## src/rtl/wb_pkg.sv

```systemverilog
// -----------------------------------------------------------------------------
// wb_pkg -- shared definitions for the write-back stage.
//
// Contents:
//   SZ_BYTE / SZ_HALF / SZ_WORD : load size encodings (2'b11 is illegal)
//   wb_state_e                  : write-back FSM states (WB_IDLE, WB_WAIT_MEM)
//   wb_misaligned()             : alignment / legality check for a load
//
// Optional feature macro used by wb_stage: WB_TIMEOUT_EN.
// -----------------------------------------------------------------------------
package wb_pkg;

    localparam logic [1:0] SZ_BYTE = 2'b00;
    localparam logic [1:0] SZ_HALF = 2'b01;
    localparam logic [1:0] SZ_WORD = 2'b10;

    typedef enum logic {
        WB_IDLE     = 1'b0,
        WB_WAIT_MEM = 1'b1
    } wb_state_e;

    // The byte offset is passed zero-extended to 8 bits so the function does
    // not depend on DATA_W. A "word" is the full datapath width, so it must
    // sit at offset 0; halves must sit on an even byte.
    function automatic logic wb_misaligned(input logic [1:0] sz,
                                           input logic [7:0] off);
        logic bad;
        case (sz)
            SZ_BYTE: bad = 1'b0;
            SZ_HALF: bad = off[0];
            SZ_WORD: bad = (off != 8'd0);
            default: bad = 1'b1;
        endcase
        return bad;
    endfunction

endpackage

```

## src/rtl/wb_load_fmt.sv

```systemverilog
// -----------------------------------------------------------------------------
// wb_load_fmt -- combinational load-data formatter.
//
// Selects a byte, half-word or full word from the returned memory word and
// sign- or zero-extends it to DATA_W. Byte lanes are big-endian: offset 0 is
// bits DATA_W-1..DATA_W-8.
//
// Ports:
//   rdata       in  DATA_W           raw load data word
//   size        in  2                SZ_BYTE / SZ_HALF / SZ_WORD
//   addr_lo     in  $clog2(DATA_W/8) byte offset
//   is_unsigned in  1                zero-extend instead of sign-extend
//   result      out DATA_W           formatted write-back value
// -----------------------------------------------------------------------------
module wb_load_fmt #(
    parameter int DATA_W = 32
) (
    input  logic [DATA_W-1:0]             rdata,
    input  logic [1:0]                    size,
    input  logic [$clog2(DATA_W/8)-1:0]   addr_lo,
    input  logic                          is_unsigned,
    output logic [DATA_W-1:0]             result
);
    import wb_pkg::*;

    localparam int NB = DATA_W / 8;
    localparam int AW = $clog2(NB);

    logic [7:0]  byte_sel;
    logic [15:0] half_sel;

    // Lane muxes built from constant slices. Odd half offsets are misaligned
    // and never written back, so they simply select zero.
    always_comb begin
        byte_sel = '0;
        half_sel = '0;
        for (int i = 0; i < NB; i++) begin
            if (addr_lo == AW'(i)) byte_sel = rdata[DATA_W-1-8*i -: 8];
        end
        for (int i = 0; i < NB - 1; i += 2) begin
            if (addr_lo == AW'(i)) half_sel = rdata[DATA_W-1-8*i -: 16];
        end
    end

    always_comb begin
        result = rdata;
        case (size)
            SZ_BYTE: result = {{(DATA_W-8){~is_unsigned & byte_sel[7]}}, byte_sel};
            SZ_HALF: result = {{(DATA_W-16){~is_unsigned & half_sel[15]}}, half_sel};
            default: result = rdata;
        endcase
    end

endmodule

```

## src/rtl/wb_stage.sv

```systemverilog
// -----------------------------------------------------------------------------
// wb_stage -- registered write-back stage.
//
// Accepts one retiring instruction per cycle from MEM, formats load data and
// drives registered integer / FP register-file write ports. A load whose data
// is not back in the transfer cycle parks the stage in WB_WAIT_MEM until
// mem_rvalid arrives.
//
// Parameters: DATA_W (multiple of 16, >= 32), REG_AW, TIMEOUT.
// Configuration macro: WB_TIMEOUT_EN -- when defined, a wait counter raises
// the sticky err_timeout after TIMEOUT cycles in WB_WAIT_MEM; otherwise
// err_timeout is tied low and the wait is unbounded.
//
// Ports:
//   clk, rst                 clock, asynchronous active-high reset
//   in_valid / in_ready      MEM handshake (transfer when both high)
//   is_load, size,
//   is_unsigned, addr_lo     load descriptor
//   alu_result               value for non-load writes
//   wr_reg, reg_wen, fp_wen  destination and requested write enables
//   mem_rvalid, mem_rdata    load data return
//   rf_we, fp_we             single-cycle write-enable pulses
//   rf_waddr, rf_wdata       write address / data (held while enables low)
//   err_misalign             sticky misaligned / illegal-size load flag
//   err_timeout              sticky load-wait timeout flag
// -----------------------------------------------------------------------------
module wb_stage #(
    parameter int DATA_W  = 32,
    parameter int REG_AW  = 5,
    parameter int TIMEOUT = 64
) (
    input  logic                          clk,
    input  logic                          rst,
    input  logic                          in_valid,
    output logic                          in_ready,
    input  logic                          is_load,
    input  logic [1:0]                    size,
    input  logic                          is_unsigned,
    input  logic [$clog2(DATA_W/8)-1:0]   addr_lo,
    input  logic [DATA_W-1:0]             alu_result,
    input  logic [REG_AW-1:0]             wr_reg,
    input  logic                          reg_wen,
    input  logic                          fp_wen,
    input  logic                          mem_rvalid,
    input  logic [DATA_W-1:0]             mem_rdata,
    output logic                          rf_we,
    output logic                          fp_we,
    output logic [REG_AW-1:0]             rf_waddr,
    output logic [DATA_W-1:0]             rf_wdata,
    output logic                          err_misalign,
    output logic                          err_timeout
);
    import wb_pkg::*;

    localparam int AW = $clog2(DATA_W/8);

    // Instruction fields needed to finish a load after a late data return.
    typedef struct packed {
        logic [1:0]        size;
        logic              is_unsigned;
        logic [AW-1:0]     addr_lo;
        logic [REG_AW-1:0] wr_reg;
        logic              reg_wen;
        logic              fp_wen;
    } ld_ctx_t;

    wb_state_e         state_q, state_d;
    ld_ctx_t           ctx_live, ctx_sel, ctx_q, ctx_d;

    logic              xfer;
    logic              misal;
    logic              issue;
    logic              use_fmt;
    logic [DATA_W-1:0] fmt_data;

    logic              rf_we_q, rf_we_d;
    logic              fp_we_q, fp_we_d;
    logic [REG_AW-1:0] waddr_q, waddr_d;
    logic [DATA_W-1:0] wdata_q, wdata_d;
    logic              err_mis_q, err_mis_d;

    // -------------------------------------------------------------------------
    // Handshake and decode
    // -------------------------------------------------------------------------
    assign xfer  = in_valid && (state_q == WB_IDLE);
    assign misal = is_load && wb_misaligned(size, 8'(addr_lo));

    always_comb begin
        ctx_live.size        = size;
        ctx_live.is_unsigned = is_unsigned;
        ctx_live.addr_lo     = addr_lo;
        ctx_live.wr_reg      = wr_reg;
        ctx_live.reg_wen     = reg_wen;
        ctx_live.fp_wen      = fp_wen;
    end

    // Fields are captured on every transfer; they are only consumed when the
    // transfer sent the FSM into WB_WAIT_MEM.
    assign ctx_d = xfer ? ctx_live : ctx_q;

    // -------------------------------------------------------------------------
    // FSM: state register
    // -------------------------------------------------------------------------
    always_ff @(posedge clk or posedge rst) begin
        if (rst) state_q <= WB_IDLE;
        else     state_q <= state_d;
    end

    // FSM: next state
    always_comb begin
        state_d = state_q;
        case (state_q)
            WB_IDLE:     if (xfer && is_load && !misal && !mem_rvalid) state_d = WB_WAIT_MEM;
            WB_WAIT_MEM: if (mem_rvalid) state_d = WB_IDLE;
            default:     state_d = WB_IDLE;
        endcase
    end

    // FSM: outputs. In IDLE the live inputs drive the write; in WAIT_MEM the
    // captured context is used and stray input traffic is ignored.
    always_comb begin
        in_ready = 1'b0;
        issue    = 1'b0;
        ctx_sel  = ctx_live;
        use_fmt  = is_load;
        case (state_q)
            WB_IDLE: begin
                in_ready = 1'b1;
                issue    = in_valid && (!is_load || (!misal && mem_rvalid));
                ctx_sel  = ctx_live;
                use_fmt  = is_load;
            end
            WB_WAIT_MEM: begin
                issue    = mem_rvalid;
                ctx_sel  = ctx_q;
                use_fmt  = 1'b1;
            end
            default: ;
        endcase
    end

    // -------------------------------------------------------------------------
    // Load formatting (single instance shared by both paths)
    // -------------------------------------------------------------------------
    wb_load_fmt #(.DATA_W(DATA_W)) u_fmt (
        .rdata       (mem_rdata),
        .size        (ctx_sel.size),
        .addr_lo     (ctx_sel.addr_lo),
        .is_unsigned (ctx_sel.is_unsigned),
        .result      (fmt_data)
    );

    // -------------------------------------------------------------------------
    // Write-port next state. Register 0 is hard-wired on the integer side
    // only. Address and data update only when a write actually goes out.
    // -------------------------------------------------------------------------
    always_comb begin
        rf_we_d   = issue && ctx_sel.reg_wen && (ctx_sel.wr_reg != '0);
        fp_we_d   = issue && ctx_sel.fp_wen;
        waddr_d   = waddr_q;
        wdata_d   = wdata_q;
        if (rf_we_d || fp_we_d) begin
            waddr_d = ctx_sel.wr_reg;
            wdata_d = use_fmt ? fmt_data : alu_result;
        end
        err_mis_d = err_mis_q | (xfer && misal);
    end

    always_ff @(posedge clk or posedge rst) begin
        if (rst) begin
            ctx_q     <= '0;
            rf_we_q   <= 1'b0;
            fp_we_q   <= 1'b0;
            waddr_q   <= '0;
            wdata_q   <= '0;
            err_mis_q <= 1'b0;
        end else begin
            ctx_q     <= ctx_d;
            rf_we_q   <= rf_we_d;
            fp_we_q   <= fp_we_d;
            waddr_q   <= waddr_d;
            wdata_q   <= wdata_d;
            err_mis_q <= err_mis_d;
        end
    end

    assign rf_we        = rf_we_q;
    assign fp_we        = fp_we_q;
    assign rf_waddr     = waddr_q;
    assign rf_wdata     = wdata_q;
    assign err_misalign = err_mis_q;

    // -------------------------------------------------------------------------
    // Load-wait timeout
    // -------------------------------------------------------------------------
`ifdef WB_TIMEOUT_EN
    localparam int CW = $clog2(TIMEOUT + 1);

    logic [CW-1:0] cnt_q, cnt_d;
    logic          err_to_q, err_to_d;

    // Counter advances once per waiting cycle, saturates at TIMEOUT and is
    // cleared when the data arrives. The flag rises on the same edge the
    // counter reaches TIMEOUT.
    always_comb begin
        cnt_d    = cnt_q;
        err_to_d = err_to_q;
        if (state_q == WB_WAIT_MEM) begin
            if (mem_rvalid)                 cnt_d = '0;
            else if (cnt_q != CW'(TIMEOUT)) cnt_d = cnt_q + 1'b1;
        end
        if (cnt_d == CW'(TIMEOUT)) err_to_d = 1'b1;
    end

    always_ff @(posedge clk or posedge rst) begin
        if (rst) begin
            cnt_q    <= '0;
            err_to_q <= 1'b0;
        end else begin
            cnt_q    <= cnt_d;
            err_to_q <= err_to_d;
        end
    end

    assign err_timeout = err_to_q;
`else
    // TIMEOUT has no effect in this build; the wait is unbounded.
    logic unused_cfg;
    assign unused_cfg  = (TIMEOUT > 0);
    assign err_timeout = 1'b0;
`endif

endmodule
```

## config.mk

```make
export PLATFORM = sky130hd
export DESIGN_NAME = wb_stage
export DESIGN_NICKNAME = d
export VERILOG_FILES = /design/src/rtl/wb_pkg.sv /design/src/rtl/wb_load_fmt.sv /design/src/rtl/wb_stage.sv
export SDC_FILE = /design/constraint.sdc
export NUM_CORES = 1
export LEC_CHECK = 0
export BUFFER_PORTS_ARGS = -buffer_cell sky130_fd_sc_hd__clkbuf_2
export CAP_MARGIN = 20
export CORE_UTILIZATION = 45
export CTS_CLUSTER_DIAMETER = 200
export DETAILED_ROUTE_END_ITERATION = 7
export PLACE_DENSITY = 0.82
export SYNTH_ARGS = -nofsm -noshare
export SYNTH_HDL_FRONTEND = slang
export SYNTH_SLANG_ARGS = --single-unit
```

## constraint.sdc

```tcl
create_clock -name clk -period 2.3 [get_ports clk]
set_input_delay 0.345 -clock clk [delete_from_list [all_inputs] [get_ports clk]]
set_output_delay 0.345 -clock clk [all_outputs]
set_load 0.01 [all_outputs]
```

# Word level (Yosys, flattened, before mapping)

Cells that the tools add are included.

Flip-flop bits (word level): 53
Bits of input ports: 81

Eq/ne operators: 6
Mux-type cells: 16
Bitwise gates (word level): 5
Reduce and logical (&&, ||, !) cells: 21

Operator list:

| cell                                                             | count |
|---|---|
| 32-bit one-hot mux with 2 select lines                           | 1 |
| 16-bit 2-to-1 mux                                                | 2 |
| 32-bit 2-to-1 mux                                                | 1 |
| 8-bit 2-to-1 mux                                                 | 4 |
| 12-bit one-hot mux with 2 select lines                           | 1 |
| 1-bit logical AND                                                | 11 |
| 2-bit by 1-bit == test with 1-bit output (second input constant) | 3 |
| 2-bit == test (second input constant)                            | 3 |
| 2-bit zero test                                                  | 3 |
| 1-bit one-hot mux with 2 select lines                            | 3 |
| 5-bit nonzero test                                               | 1 |
| 1-bit zero test                                                  | 3 |
| 1-bit 2-to-1 mux                                                 | 3 |
| 1-bit one-hot mux with 3 select lines                            | 1 |
| 1-bit bitwise AND                                                | 2 |
| 1-bit logical OR                                                 | 2 |
| 1-bit inverter                                                   | 2 |
| 2-bit nonzero test                                               | 1 |
| 1-bit bitwise OR                                                 | 1 |

# Depth between registers and ports, before layout

Depth in word-level cells: 11
Depth in mapped cells: 10
Depth with buffers taken out: 6

# By module

From an unflattened synthesis, not the netlist that was laid out.

Cell total of the unflattened synthesis: 302
Area total of the unflattened synthesis: 3,634.7 µm²

Modules (own cells, without submodules):

| module      | instances | cells an instance | area each (µm²) | sequential area each (µm²) |
|---|---|---|---|---|
| wb_stage    | 1         | 181               | 2,751.4         | 1,326.3 |
| wb_load_fmt | 1         | 121               | 883.3           | 0.0 |

# Worst setup path before layout

No wires, ideal clock.

Path kind: register to register
Start point: register state_q
End point: register wdata_q[0], in the netlist rf_wdata[0]
Setup time: 122 ps
Arrival: 1,965 ps
Path slack: 213 ps
Stages on the path, launching flop included: 8
Cells stage by stage: dfrtp_1 -> buf_6 -> buf_12 -> buf_12 -> mux2i_4 -> mux4_1 -> a21oi_1 -> o21ai_1

Word-level cells in the longest chain between the ends: 9
Elaborated cells between the ends (all ways): 23

Ends and longest elaborated chain:

| element                                | line                                 | source |
|---|---|---|
| start: declaration                     | wb_stage.sv:67                       | `wb_state_e state_q, state_d;` |
| start signal: assignment               | wb_stage.sv:106                      | `else state_q <= state_d;` |
| 1-bit inverter                         | -                                    |  |
| 12-bit one-hot mux with 2 select lines | wb_stage.sv:126                      | `case (state_q)` |
| 2-bit zero test                        | wb_load_fmt.sv:38, wb_load_fmt.sv:41 |  |
| 8-bit 2-to-1 mux (4 in series)         | wb_load_fmt.sv:38                    | `if (addr_lo == AW'(i)) byte_sel = rdata[DATA_W-1-8*i -: 8];` |
| 32-bit one-hot mux with 2 select lines | wb_load_fmt.sv:47                    | `case (size)` |
| 32-bit 2-to-1 mux                      | wb_stage.sv:164                      | `wdata_d = use_fmt ? fmt_data : alu_result;` |
| end signal: assignment                 | wb_stage.sv:182                      | `wdata_q <= wdata_d;` |
| end: declaration                       | wb_stage.sv:79                       | `logic [DATA_W-1:0] wdata_q, wdata_d;` |

Parallel ways exist; a longest one is shown, timed or not.
A chain may end at the register's enable or synchronous reset.

# Final worst setup path

Start point: register state_q
End point: register wdata_q[5], in the netlist rf_wdata[5]

Same word-level chain as after synthesis.

==> impl_metrics.csv <==
group,metric,value,unit
yosys,synth-edff-count,0,
yosys,ys.flop_type,"dfrtp_1",
pwr,total_power,2.866,mW
route,wl_per_cell,17.26,um
setup_path,crit_path_max_incr_delay,0.49,ns
placement,post-place-ws,-0.1687,ns
cts,clockRootBuffer,"clkbuf_8",
route,detail-route-antenna-nets,0,
final_layout,area_delta_synth_final,25.36,%
pwr,vdd_ir_drop_max,0.2807,mV
final_layout,nets,506,
grt,grt_max_degree,54,
final_layout,drive_above_1_share,42.02,%
cts,clk_path_buf_depth,2,
yosys,yosysWarnings,0,
grt,grt_pass1_vias,2798,
cts,htree_num_levels,2,
grt,overflow,0,
yosys,avgSynthCellArea,10.11,um2
sta,slew_viol_final,0,
setup_path,required,2.50,ns
route,finalWirelength,8734,um
final_layout,layout_common_cells,"clkbuf_2, dfrtp_1, o21ai_0",
yosys,syn-instance-count,310,
setup_path,path_cells,"buf_12, mux2_4, or3_4, a221o_2, a21oi_1, o21ai_1",
placement,dp_cells,496,
setup_path,critPathArrivalTime,2.40,ns
cts,cts_sinks,53,
final_layout,n_antenna_cell,0,
pwr,power_leakage,1.857,nW
sta,fin_crit_sh,95.91,%
yosys,async_flop_share,100.0,%
sta,worst_pin_slew,0.6841,ns
sta,setup_viol,0,
final_layout,finalInstanceArea,3928,um2
yosys,synthesis.area,3133,um2
final_layout,n_fill_cell,588,
sta,rsz0062_at_grt,"true",
setup_path,path_class,"flop to flop",
yosys,ys_ff_latch,53,
floorplan,core-area,6756,um2
placement,placed_area,3752,um2
cts,clk_pin_slew,0.10,ns
route,routed-via-count,2892,
route,vias_per_cell,5.715,
final_layout,layout_commonest_cell,"clkbuf_2",
final_layout,finalNonFillerCells,506,
grt,grt_first_pass_wirelength,13660,um
floorplan,pin_count,123,
worst_hold_path,holdCritPathClass,"primary input to async pin",
sta,finalClockSkew,0.005602,ns
setup_path,critPathLaunchType,"flop",
route,drtPass1Iterations,4,
cts,cts_tree,"done",
sta,fin_tns_setup,0,ns
floorplan,initial_core_util,46.37,%
final_layout,regArea,1326,um2
setup_path,critPathCaptureType,"flop",
floorplan,rows,30,
grt,antenna_found_initial,0,
route,drtIter0Drc,237,
cts,cts_hold_buf,0,
yosys,yosysUniqueCellTypes,56,
setup_path,r2r_cells,6,
pwr,power_density,729.8,nW/um2
placement,routabilityCongestion,0.8488,
grt,grt_use_total,23.98,%
floorplan,die_height,85.44,um
run,max_cap_viol_count,0,
sta,fmax,453.3,MHz
floorplan,die_w,85.44,um
sta,layout_setup_ws,0.09417,ns
cts,cts_buffers,5,
setup_path,cpMaxStageDelayCell,"or3_4",
cts,clk_latency,0.30,ns
final_layout,multiInputGateArea,1633,um2
sta,fin_crit,2.206,ns
yosys,synth_seq_area_share,42.33,%
yosys,syn-num-nets,391,
floorplan,die-area,7300,um2
placement,port_buffers,121,
placement,dp_hpwl,6455,um
run_status,status,"complete, no violations",
sta,relSlewSlack,54.39,%
sta,final_hold_viol_count,0,
route,drc,0,
setup_path,crit_fanout,20,
[cell families (layout without fill, tap and decap cells)]
group | after synthesis | in the layout | share of synthesized area (%)
buffers and inverters | 29 | 145 | 6.150
other | 1 | 1 | 0.1197
AOI/OAI and AO/OA | 135 | 135 | 28.83
muxes | 27 | 27 | 12.82
and+or+nand+nor | 65 | 65 | 9.745
DFF | 53 | 53 | 42.33
[metrics by stage]
| stage | hold slack [ns] | util, % |
|---|---|---|
| CTS | 0.1934 | 57.48 |
| global route | 0.1807 | 58.13 |
| detailed placement | 0.4724 | 55.54 |
| floorplan | 0.4081 | - |
| global placement | 0.4627 | 55.54 |
| finish | 0.2045 | 58.13 |
[synthesized netlist by cell type, types with 2 or more instances]
| cell | number | area [um2] |
|---|---|---|
| nor3_1 | 6 | 30.03 |
| a21boi_1 | 9 | 67.56 |
| a211oi_2 | 2 | 25.02 |
| mux2_2 | 12 | 135.1 |
| o21ai_0 | 35 | 175.2 |
| clkbuf_1 | 10 | 37.54 |
| buf_2 | 8 | 40.04 |
| buf_6 | 3 | 33.78 |
| nor2_1 | 12 | 45.04 |
| a21o_1 | 7 | 52.55 |
| o211ai_1 | 2 | 15.01 |
| dfrtp_1 | 53 | 1326 |
| nand2_1 | 32 | 120.1 |
| a211oi_1 | 8 | 60.06 |
| o21ai_1 | 21 | 105.1 |
| nor3b_1 | 2 | 15.01 |
| a221o_2 | 5 | 56.30 |
| a221o_1 | 3 | 30.03 |
| a22oi_1 | 7 | 52.55 |
| a21boi_0 | 8 | 60.06 |
| buf_4 | 2 | 15.01 |
| inv_1 | 3 | 11.26 |
| mux4_1 | 3 | 78.83 |
| mux2i_1 | 6 | 60.06 |
| o22ai_1 | 2 | 12.51 |
| buf_12 | 2 | 40.04 |
| mux4_2 | 4 | 90.09 |
| or2_2 | 2 | 12.51 |
| or3_1 | 2 | 12.51 |
| a21oi_1 | 13 | 65.06 |
[where the power goes]
group / total (mW) / internal [mW] / switching [mW]
combinational: 0.938 / 0.427 / 0.511
sequential: 1.27 / 1.14 / 0.125
clock: 0.663 / 0.355 / 0.307
total: 2.87 / 1.92 / 0.943
[metal layers]
layer	up-vias	track usage [%]	routed length (um)
met5	-	0	0
met4	0	6.970	132
met3	10	3.988	559
met2	122	38.98	4153
met1	1370	33.10	3888
li1	1390	-	-
[registers in the layout, summed over array words and instances (netlist names)]
signal	count
ctx_q	12
err_misalign	1
fp_we	1
rf_waddr	5
rf_wdata	32
rf_we	1
state_q	1
[worst max-delay path: cells and delay by family (launching register included)]
family / cells / cell delay (ns)
AO/OA/AOI/OAI: 3 / 0.69
buffers and inverters: 1 / 0.17
flip-flops: 1 / 0.44
multiplexers: 1 / 0.30
AND/OR/NAND/NOR: 1 / 0.49
[what timing repair did]
| action | 4_1_cts | 5_1_grt |
|---|---|---|
| resized for setup | 3 | 5 |
| pin swaps | 1 | 2 |
| setup endpoints to repair | 29 | 37 |
| setup buffers | 0 | 2 |
[path summary, 6_finish.rpt]
check | from | end | slack (ns)
hold / removal | rst | rf_wdata[19] | 0.20
max in group asynchronous | rst | rf_wdata[10] | 1.65
hold reg to reg | rf_waddr[1] | rf_waddr[1] | 0.49
setup / recovery | state_q | rf_wdata[5] | 0.09
min in group clk | mem_rvalid | state_q | 0.21
setup reg to reg | state_q | rf_wdata[5] | 0.09
[cell type report]
class	count	share of cell area, %
Tap cell	80	2.549
Inverter	3	0.2867
Timing Repair Buffer	134	18.86
Sequential cell	53	33.77
Clock buffer	7	2.198
Clock inverter	1	0.7646
Multi-Input combinational cell	228	41.57
(Power assumes the default switching activity.)
